## src/rtl/uart_buf_pkg.sv

```systemverilog
// Shared types and sizing helpers for the UART TX/RX data buffer.
package uart_buf_pkg;

  // Bit index of each channel within the ovf/udf flag vectors.
  typedef enum logic {
    CH_TX = 1'b0,
    CH_RX = 1'b1
  } ch_e;

  // Width needed to hold an occupancy count of 0..depth.
  function automatic int unsigned cnt_w(input int unsigned depth);
    return $clog2(depth + 1);
  endfunction

endpackage

```

## src/rtl/uart_buf_if.sv

```systemverilog
// Bus/UART-facing handshake bundle of the data buffer (TX and RX channels).
interface uart_buf_if #(
  parameter int unsigned W     = 32,
  parameter int unsigned DEPTH = 4
);
  localparam int unsigned CW = uart_buf_pkg::cnt_w(DEPTH);

  logic          tx_wr;
  logic [W-1:0]  tx_wdata;
  logic          tx_full;
  logic          tx_valid;
  logic          tx_ready;
  logic [W-1:0]  tx_rdata;
  logic          rx_wr;
  logic [W-1:0]  rx_wdata;
  logic          rx_full;
  logic          rx_valid;
  logic          rx_ready;
  logic [W-1:0]  rx_rdata;
  logic [CW-1:0] tx_count;
  logic [CW-1:0] rx_count;
  logic [1:0]    ovf;
  logic [1:0]    udf;

  // Driven by the bus / UART core.
  modport master (
    output tx_wr, tx_wdata, tx_ready, rx_wr, rx_wdata, rx_ready,
    input  tx_full, tx_valid, tx_rdata, rx_full, rx_valid, rx_rdata,
    input  tx_count, rx_count, ovf, udf
  );

  // Implemented by the buffer.
  modport slave (
    input  tx_wr, tx_wdata, tx_ready, rx_wr, rx_wdata, rx_ready,
    output tx_full, tx_valid, tx_rdata, rx_full, rx_valid, rx_rdata,
    output tx_count, rx_count, ovf, udf
  );

endinterface

```

## src/rtl/uart_buf_fifo.sv

```systemverilog
// First-word-fall-through FIFO with occupancy count, drop and underflow pulses.
module uart_buf_fifo
  import uart_buf_pkg::*;
#(
  parameter int unsigned W     = 32,
  parameter int unsigned DEPTH = 4
) (
  input  logic                     clk,
  input  logic                     rst_n,
  input  logic                     clr,
  input  logic                     wr,
  input  logic [W-1:0]             wdata,
  output logic                     full,
  output logic                     valid,
  input  logic                     ready,
  output logic [W-1:0]             rdata,
  output logic [cnt_w(DEPTH)-1:0]  count,
  output logic                     drop_c,
  output logic                     udf_c
);
  localparam int unsigned PW = $clog2(DEPTH);
  localparam int unsigned CW = cnt_w(DEPTH);

  if (DEPTH < 2 || (DEPTH & (DEPTH - 1)) != 0) begin : g_bad_depth
    $error("uart_buf_fifo: DEPTH must be a power of 2 and at least 2");
  end

  logic [W-1:0]  mem [DEPTH];
  logic [PW-1:0] rd_ptr;
  logic [PW-1:0] wr_ptr;
  logic [CW-1:0] count_q;
  logic [CW-1:0] count_next;
  logic          valid_q;
  logic          full_q;
  logic          pop_c;
  logic          push_c;

  // A pop frees a slot in the same cycle, so a full FIFO still accepts a push alongside it.
  always_comb begin
    pop_c      = valid_q & ready & ~clr;
    push_c     = wr & ~clr & (~full_q | (valid_q & ready));
    drop_c     = wr & ~clr & full_q & ~(valid_q & ready);
    udf_c      = ready & ~clr & ~valid_q;
    count_next = count_q;
    if (clr) begin
      count_next = '0;
    end else if (push_c && !pop_c) begin
      count_next = count_q + CW'(1);
    end else if (pop_c && !push_c) begin
      count_next = count_q - CW'(1);
    end
  end

  always_ff @(posedge clk or negedge rst_n) begin
    if (!rst_n) begin
      rd_ptr  <= '0;
      wr_ptr  <= '0;
      count_q <= '0;
      valid_q <= 1'b0;
      full_q  <= 1'b0;
    end else begin
      if (clr) begin
        rd_ptr <= '0;
        wr_ptr <= '0;
      end else begin
        if (pop_c)  rd_ptr <= rd_ptr + PW'(1);
        if (push_c) wr_ptr <= wr_ptr + PW'(1);
      end
      count_q <= count_next;
      valid_q <= (count_next != '0);
      full_q  <= (count_next == CW'(DEPTH));
    end
  end

  // Storage is intentionally left unreset; valid gates its visibility.
  always_ff @(posedge clk) begin
    if (push_c) mem[wr_ptr] <= wdata;
  end

  assign rdata = valid_q ? mem[rd_ptr] : '0;
  assign valid = valid_q;
  assign full  = full_q;
  assign count = count_q;

endmodule

```

## src/rtl/uart_data_buffer.sv

```systemverilog
// TX/RX data buffering between bus register file and UART core.
// Optional sticky overflow/underflow flags enabled by UART_BUF_STATUS_EN.
module uart_data_buffer
  import uart_buf_pkg::*;
#(
  parameter int unsigned W     = 32,
  parameter int unsigned DEPTH = 4
) (
  input  logic       clk_i,
  input  logic       rst_i,
  input  logic       clr_i,
  uart_buf_if.slave  bus
);
  logic tx_drop;
  logic tx_udf;
  logic rx_drop;
  logic rx_udf;

  uart_buf_fifo #(.W(W), .DEPTH(DEPTH)) u_tx (
    .clk    (clk_i),
    .rst_n  (rst_i),
    .clr    (clr_i),
    .wr     (bus.tx_wr),
    .wdata  (bus.tx_wdata),
    .full   (bus.tx_full),
    .valid  (bus.tx_valid),
    .ready  (bus.tx_ready),
    .rdata  (bus.tx_rdata),
    .count  (bus.tx_count),
    .drop_c (tx_drop),
    .udf_c  (tx_udf)
  );

  uart_buf_fifo #(.W(W), .DEPTH(DEPTH)) u_rx (
    .clk    (clk_i),
    .rst_n  (rst_i),
    .clr    (clr_i),
    .wr     (bus.rx_wr),
    .wdata  (bus.rx_wdata),
    .full   (bus.rx_full),
    .valid  (bus.rx_valid),
    .ready  (bus.rx_ready),
    .rdata  (bus.rx_rdata),
    .count  (bus.rx_count),
    .drop_c (rx_drop),
    .udf_c  (rx_udf)
  );

`ifdef UART_BUF_STATUS_EN
  logic [1:0] ovf_q;
  logic [1:0] udf_q;

  // Sticky error flags, cleared only by clr_i or reset.
  always_ff @(posedge clk_i or negedge rst_i) begin
    if (!rst_i) begin
      ovf_q <= 2'b00;
      udf_q <= 2'b00;
    end else if (clr_i) begin
      ovf_q <= 2'b00;
      udf_q <= 2'b00;
    end else begin
      ovf_q[CH_TX] <= ovf_q[CH_TX] | tx_drop;
      ovf_q[CH_RX] <= ovf_q[CH_RX] | rx_drop;
      udf_q[CH_TX] <= udf_q[CH_TX] | tx_udf;
      udf_q[CH_RX] <= udf_q[CH_RX] | rx_udf;
    end
  end

  assign bus.ovf = ovf_q;
  assign bus.udf = udf_q;
`else
  logic unused_flags;
  assign unused_flags = ^{tx_drop, tx_udf, rx_drop, rx_udf};
  assign bus.ovf      = 2'b00;
  assign bus.udf      = 2'b00;
`endif

endmodule

```

## src/flat_wrapper.sv

```systemverilog
// flat-port wrapper written by rule: the top's interface ports become plain ports
module uart_data_buffer_flat import uart_buf_pkg::*;
#(
  parameter int unsigned W     = 32,
  parameter int unsigned DEPTH = 4
)
  (clk_i, rst_i, clr_i, bus_tx_wr, bus_tx_wdata, bus_tx_ready, bus_rx_wr, bus_rx_wdata, bus_rx_ready, bus_tx_full, bus_tx_valid, bus_tx_rdata, bus_rx_full, bus_rx_valid, bus_rx_rdata, bus_tx_count, bus_rx_count, bus_ovf, bus_udf);
  uart_buf_if #(.W(W), .DEPTH(DEPTH)) bus_i ();
  input  logic clk_i;
  input  logic rst_i;
  input  logic clr_i;
  input wire logic [$bits(bus_i.tx_wr)-1:0] bus_tx_wr;
  input wire logic [$bits(bus_i.tx_wdata)-1:0] bus_tx_wdata;
  input wire logic [$bits(bus_i.tx_ready)-1:0] bus_tx_ready;
  input wire logic [$bits(bus_i.rx_wr)-1:0] bus_rx_wr;
  input wire logic [$bits(bus_i.rx_wdata)-1:0] bus_rx_wdata;
  input wire logic [$bits(bus_i.rx_ready)-1:0] bus_rx_ready;
  output wire logic [$bits(bus_i.tx_full)-1:0] bus_tx_full;
  output wire logic [$bits(bus_i.tx_valid)-1:0] bus_tx_valid;
  output wire logic [$bits(bus_i.tx_rdata)-1:0] bus_tx_rdata;
  output wire logic [$bits(bus_i.rx_full)-1:0] bus_rx_full;
  output wire logic [$bits(bus_i.rx_valid)-1:0] bus_rx_valid;
  output wire logic [$bits(bus_i.rx_rdata)-1:0] bus_rx_rdata;
  output wire logic [$bits(bus_i.tx_count)-1:0] bus_tx_count;
  output wire logic [$bits(bus_i.rx_count)-1:0] bus_rx_count;
  output wire logic [$bits(bus_i.ovf)-1:0] bus_ovf;
  output wire logic [$bits(bus_i.udf)-1:0] bus_udf;
  assign bus_i.tx_wr = bus_tx_wr;
  assign bus_i.tx_wdata = bus_tx_wdata;
  assign bus_i.tx_ready = bus_tx_ready;
  assign bus_i.rx_wr = bus_rx_wr;
  assign bus_i.rx_wdata = bus_rx_wdata;
  assign bus_i.rx_ready = bus_rx_ready;
  assign bus_tx_full = bus_i.tx_full;
  assign bus_tx_valid = bus_i.tx_valid;
  assign bus_tx_rdata = bus_i.tx_rdata;
  assign bus_rx_full = bus_i.rx_full;
  assign bus_rx_valid = bus_i.rx_valid;
  assign bus_rx_rdata = bus_i.rx_rdata;
  assign bus_tx_count = bus_i.tx_count;
  assign bus_rx_count = bus_i.rx_count;
  assign bus_ovf = bus_i.ovf;
  assign bus_udf = bus_i.udf;
  uart_data_buffer #(.W(W), .DEPTH(DEPTH)) u_core (.clk_i(clk_i), .rst_i(rst_i), .clr_i(clr_i), .bus(bus_i));
endmodule
```

## config.mk

```make
export PLATFORM = sky130hd
export DESIGN_NAME = uart_data_buffer_flat
export DESIGN_NICKNAME = d
export VERILOG_FILES = /design/src/rtl/uart_buf_pkg.sv /design/src/rtl/uart_buf_if.sv /design/src/rtl/uart_buf_fifo.sv /design/src/rtl/uart_data_buffer.sv /design/src/flat_wrapper.sv
export SDC_FILE = /design/constraint.sdc
export NUM_CORES = 1
export LEC_CHECK = 0
export BUFFER_PORTS_ARGS = -buffer_cell sky130_fd_sc_hd__buf_2
export CAP_MARGIN = 40
export CORE_ASPECT_RATIO = 0.75
export CORE_MARGIN = 4
export CORE_UTILIZATION = 55
export CTS_CLUSTER_SIZE = 30
export DETAILED_ROUTE_END_ITERATION = 7
export MAX_ROUTING_LAYER = met4
export PLACE_DENSITY = 0.79
export SYNTH_ARGS = -nofsm -noshare
export SYNTH_HDL_FRONTEND = slang
export SYNTH_SLANG_ARGS = --single-unit
```

## constraint.sdc

```tcl
create_clock -name clk_i -period 6.9 [get_ports clk_i]
set_input_delay 0.345 -clock clk_i [delete_from_list [all_inputs] [get_ports clk_i]]
set_output_delay 0.345 -clock clk_i [all_outputs]
set_load 0.01 [all_outputs]
```

Word level (Yosys, flattened, before mapping):

Memory sizes are Yosys's and may differ from the RTL's.
Cells that the tools add are included.

* flip-flop bits (word level): 18
* memory bits (writable): 256
* input port bits: 71
* logic and storage cells: 69
* output and inout bits: 78
* memories kept: 2

* $add $sub $neg: 8
* bitwise gates (word level): 13
* mux-type cells: 20
* reduce and logical (&&, ||, !) cells: 14
* eq/ne operators: 2

Memory list
* u_core.u_rx.mem: words 4, bits a word 32, rd ports 1, clocked after Yosys merged registers in 0, wr ports 1, line uart_buf_fifo.sv:28 `logic [W-1:0] mem [DEPTH];`
* u_core.u_tx.mem: words 4, bits a word 32, rd ports 1, clocked after Yosys merged registers in 0, wr ports 1, line uart_buf_fifo.sv:28

Operator list (number)
* $mux W32: 2
* $mux W3: 6
* $mux W2: 8
* $add A2 B1 Y2 const B: 4
* $and A1 B1 Y1: 8
* $reduce_bool A2 Y1: 4
* $add A3 B1 Y3 const B: 2
* $eq A3 B3 Y1 const B: 2
* $reduce_bool A3 Y1: 2
* $sub A3 B1 Y3 const B: 2
* $logic_and A1 B1 Y1: 4
* $logic_not A1 Y1: 4
* $mux W1: 4
* $not A1 Y1: 3
* $or A1 B1 Y1: 2

Longest topological paths before layout:

* depth after elaboration: 9
* depth in mapped cells: 6
* depth with buffers taken out: 6

By module:

A second synthesis with hierarchy kept.

* cells, all modules: 532
* area, all modules: 11010.6 um^2

By module, submodules not included
* uart_buf_fifo (u_core.u_tx): area an instance 5512.8 um^2, seq. area each 4068.9 um^2, instances 1, cells an instance 265
* uart_buf_fifo (u_core.u_rx): area an instance 5464.0 um^2, seq. area each 4068.9 um^2, instances 1, cells an instance 262
* uart_data_buffer: area an instance 33.8 um^2, seq. area each 0.0 um^2, instances 1, cells an instance 5

Worst setup path after synthesis:

Ideal clock, no wire load.

* path type: register to register
* start point: reg u_core.u_rx.valid_q, in the netlist u_core.u_rx.valid
* end point: mem u_core.u_rx.mem[0][0], enable pin
* setup time: 0.392 ns
* path slack: 4.641 ns
* data arrival time: 1.867 ns
* cell stages (with the launch flop): 4
* clock period less this slack: 2.259 ns
* path buffers: 0
* data required time: 6.508 ns
* cell sequence: dfrtp_1 nand2_1 a21boi_1 and2_1

* word-level cells in the longest chain between the ends: 5

RTL lines
* start: declaration: line uart_buf_fifo.sv:33 `logic valid_q;`
* start signal: assignment: line uart_buf_fifo.sv:70 `valid_q <= (count_next != '0);`
* $and A1 B1 Y1: line uart_buf_fifo.sv:41 `push_c = wr & ~clr & (~full_q | (valid_q & ready));`
* $or A1 B1 Y1: line uart_buf_fifo.sv:41
* $and A1 B1 Y1: line uart_buf_fifo.sv:41
* $mux W1: line uart_buf_fifo.sv:77 `if (push_c) mem[wr_ptr] <= wdata;`
* $mux W1 (implied by the code): line uart_buf_fifo.sv:77
* end: declaration: line uart_buf_fifo.sv:28

Every way passes these cells.

Final worst setup path:

* start point: reg u_core.u_tx.rd_ptr[0]
* end point: out bus_tx_rdata[16]

* word-level cells in the longest chain between the ends: 2

RTL lines
* start: declaration: line uart_buf_fifo.sv:29 `logic [PW-1:0] rd_ptr;`
* start signal: assignment: line uart_buf_fifo.sv:66 `if (pop_c) rd_ptr <= rd_ptr + PW'(1);`
* $mem_v2 Z4 W32
* $mux W32: line uart_buf_fifo.sv:80 `assign rdata = valid_q ? mem[rd_ptr] : '0;`
* end: declaration: line flat_wrapper.sv:20 `output wire logic [$bits(bus_i.tx_rdata)-1:0] bus_tx_rdata;`

Every way passes these cells.

==> metrics <==
Die H around 130 µm; worst slew pin tran about 0.85 ns; cts repair resizes 0; Lkg Pwr between 0.004 and 0.005 µW; crit path buf inv count 2; combinational share of power 0.144; Post-DP HPWL 12.2 mm; Vias approximately 5,300; Syn Inst Count approximately 530; peak supply drop 0.000216 V; DRT antenna net count 0; drt pass-1 iters 5; IO Pins ~150; Psw 930 µW; Final Hold Viols 0; CTS Sinks 274; most numerous cell in the Yosys netlist edfxtp_1; Int Pwr 3160 µW; Layout area overhead 18.1%; switching part of the total power 0.227; Slew Limit Fails 0; post-route minimum period 2.66 ns; synthesized area 0.0108 mm²; Die Width approximately 170 µm; Post-synth ARST share 0.0657; Max Freq between 0.3 and 0.4 GHz; CTS tree yes; starting density of the core 0.560; clk_lat worst skew between 0.5 and 0.6 ns; Primary FF master, synth edfxtp_1; Clock Skew 0.00774 ns; GP Congestion ~0.74; total track usage 0.185; crit end category output pin; Core Region 0.0194 mm²; critical path class flip-flop to output pin; clock buffer depth 3; sequential share of power 0.475; Post-synth top cells 256 x edfxtp_1, 73 x and2_1, 64 x mux4_2; Mean Syn Cell Area 20.6 µm²; IO buf count 144; critical path peak fanout 34; Yosys reg bits approximately 270; FF/Latch Area just over 0.008 mm²; WP data arrival 2.31 ns; count of final setup violators 0; status finished, final reports clean; post-DR vias/cell around 5.5; H-tree Lvls 1; Synth area leaders edfxtp_1 71%, mux4_2 13%, and2_1 4.2%; num rows 44; Post-synth EDFFs roughly 260; layout cell share with drive strength beyond 1 0.387; Setup TNS 0 ns; NumNets Final 768; remaining global-route overflow 0; first-pass GRT wire length around 31 mm; DR iter-0 viols around 360; initial antenna violation count 1; final worst-path cycle share 0.385; top cell type's share of synthesized area 0.709; sequential share of the synthesized area 0.750; Slew Limit Headroom 0.433; max-cap viol count 0; Hold/Removal Path Class primary input to flip-flop; clock network fraction of total power 0.380; slowest CP cell mux4_2; top cell family by delay on the critical path buffers and inverters; CTS Root Cell clkbuf_16; P per Cell Area 319 mW/mm²; Cell Chain, Critical Path buf_4 -> mux4_2 -> and2_1 -> buf_2; WP data required 6.55 ns; multi-input logic area 0.00251 mm²; Die Area 0.0221 mm²; fillers ~1,300; DRC errors left 0; TritonCTS buffer count 26; vias in the first global route 5,614; Fin Hold WS about 0.042 ns; largest net degree at the start of global routing 35; Worst-path clk slew 0.06 ns; WL per Instance a little over 20 µm; overall routed net length 19.5 mm; RSZ-0062 raised after global routing no; total of warnings raised by yosys 0; Unique masters post-synth 39; buffers inserted by post-CTS timing repair 0; Yosys top cell by area edfxtp_1; Worst path max stage delay around 0.58 ns; hold_buf cts 1; CP startpoint kind flip-flop
==> worst reg2reg max path, delay by kind of cell, from the launching register on <==
family / cells / cell delay (ns)
AND/OR/NAND/NOR: 2 / 1.06
flip-flops: 1 / 0.60
AO/OA/AOI/OAI: 1 / 0.47
==> layout make-up <==
type                    count  share of cell area
diodes                      1            0.000195
multi-input cells         218               0.196
well taps                 253              0.0247
repair buffers            155              0.0660
clock inverters            20              0.0218
clock buffers              28              0.0530
flip-flops and latches    274               0.635
inverters                  10             0.00293
==> sequential cells by signal (all words and copies together), names as in the netlist <==
name and count:
u_core.u_tx.full 1, u_core.u_rx.mem 128, u_core.u_rx.count 3, u_core.u_tx.valid 1, u_core.u_tx.count 3, u_core.u_rx.valid 1, u_core.u_rx.rd_ptr 2, u_core.u_rx.wr_ptr 2
u_core.u_rx.full 1, u_core.u_tx.rd_ptr 2, u_core.u_tx.mem 128, u_core.u_tx.wr_ptr 2
==> worst paths after layout <==
check                                             startpoint                           endpoint  slack (ns)  depth (start not counted)
max reg2reg                      u_core.u_rx.valid$_DFF_PN0_   u_core.u_rx.mem[2][30]$_DFFE_PP_        4.38                          3
max                        u_core.u_tx.rd_ptr[0]$_DFFE_PN0P_                   bus_tx_rdata[16]        4.24                          4
min                                         bus_tx_wdata[19]   u_core.u_tx.mem[0][19]$_DFFE_PP_        0.04                          1
min reg2reg                u_core.u_tx.wr_ptr[0]$_DFFE_PN0P_  u_core.u_tx.wr_ptr[0]$_DFFE_PN0P_        0.56                          1
min in group asynchronous                              rst_i         u_core.u_tx.full$_DFF_PN0_        0.31                          2
max in group asynchronous                              rst_i  u_core.u_rx.rd_ptr[0]$_DFFE_PN0P_        6.27                          2
==> stage by stage <==
stage	utilization	setup WS, ns	power (µW)	instance area, µm²	std cells
2_1_floorplan	-	4.64	2360	10900	530
3_3_place_gp	0.608	3.88	2530	11800	907
3_5_place_dp	0.611	4.35	2580	11800	909
4_1_cts	0.661	4.17	4130	12800	958
5_1_grt	0.661	4.06	4270	12800	959
6_report	0.661	4.24	4090	12800	959
==> layout by cell type (no fill, tap or decap), types with 2 or more instances in the layout <==
| master | count |
|---|---|
| xor2_1 | 3 |
| a21oi_1 | 4 |
| bufinv_16 | 7 |
| o21ai_0 | 2 |
| nor2b_1 | 6 |
| dfrtp_1 | 16 |
| clkinv_1 | 3 |
| mux2_4 | 2 |
| clkbuf_16 | 27 |
| and2_2 | 4 |
| mux4_2 | 64 |
| and2_1 | 69 |
| buf_4 | 8 |
| buf_16 | 2 |
| o31ai_1 | 4 |
| dfrtp_2 | 2 |
| clkinv_2 | 8 |
| nand2b_1 | 4 |
| clkinv_4 | 2 |
| edfxtp_1 | 256 |
| inv_1 | 10 |
| xnor2_1 | 3 |
| conb_1 | 4 |
| nor2_1 | 10 |
| ha_1 | 12 |
| nand2_1 | 7 |
| mux2i_1 | 3 |
| buf_2 | 144 |
==> routing by layer <==
metal  track usage  wire length, µm  vias to the layer above
li1              -                -                     2403
met1         0.249             8050                     2730
met2         0.305            10100                      148
met3        0.0290             1000                       28
met4        0.0418              385                        0
met5             -                0                        -
==> power by group through the flow <==
stage	registers [µW]	logic [µW]	clock network (µW)
global placement	1990	536	0
CTS	1950	604	1580
floorplan	1970	385	0
detailed placement	1980	599	0
finish	1940	591	1560
global route	1950	649	1660
==> cell families (layout without fill, tap and decap cells) <==
group / count (synthesis) / in the layout / synth area share
DFF: 274 / 274 / 0.750
and+or+nand+nor: 109 / 109 / 0.0603
muxes: 69 / 69 / 0.138
buffers and inverters: 38 / 213 / 0.0198
AOI/OAI and AO/OA: 18 / 18 / 0.0123
adders and majority gates: 12 / 12 / 0.0138
xor gates and xnor gates: 6 / 6 / 0.00484
other: 1 / 5 / 0.000346
(Power assumes the default switching activity.)
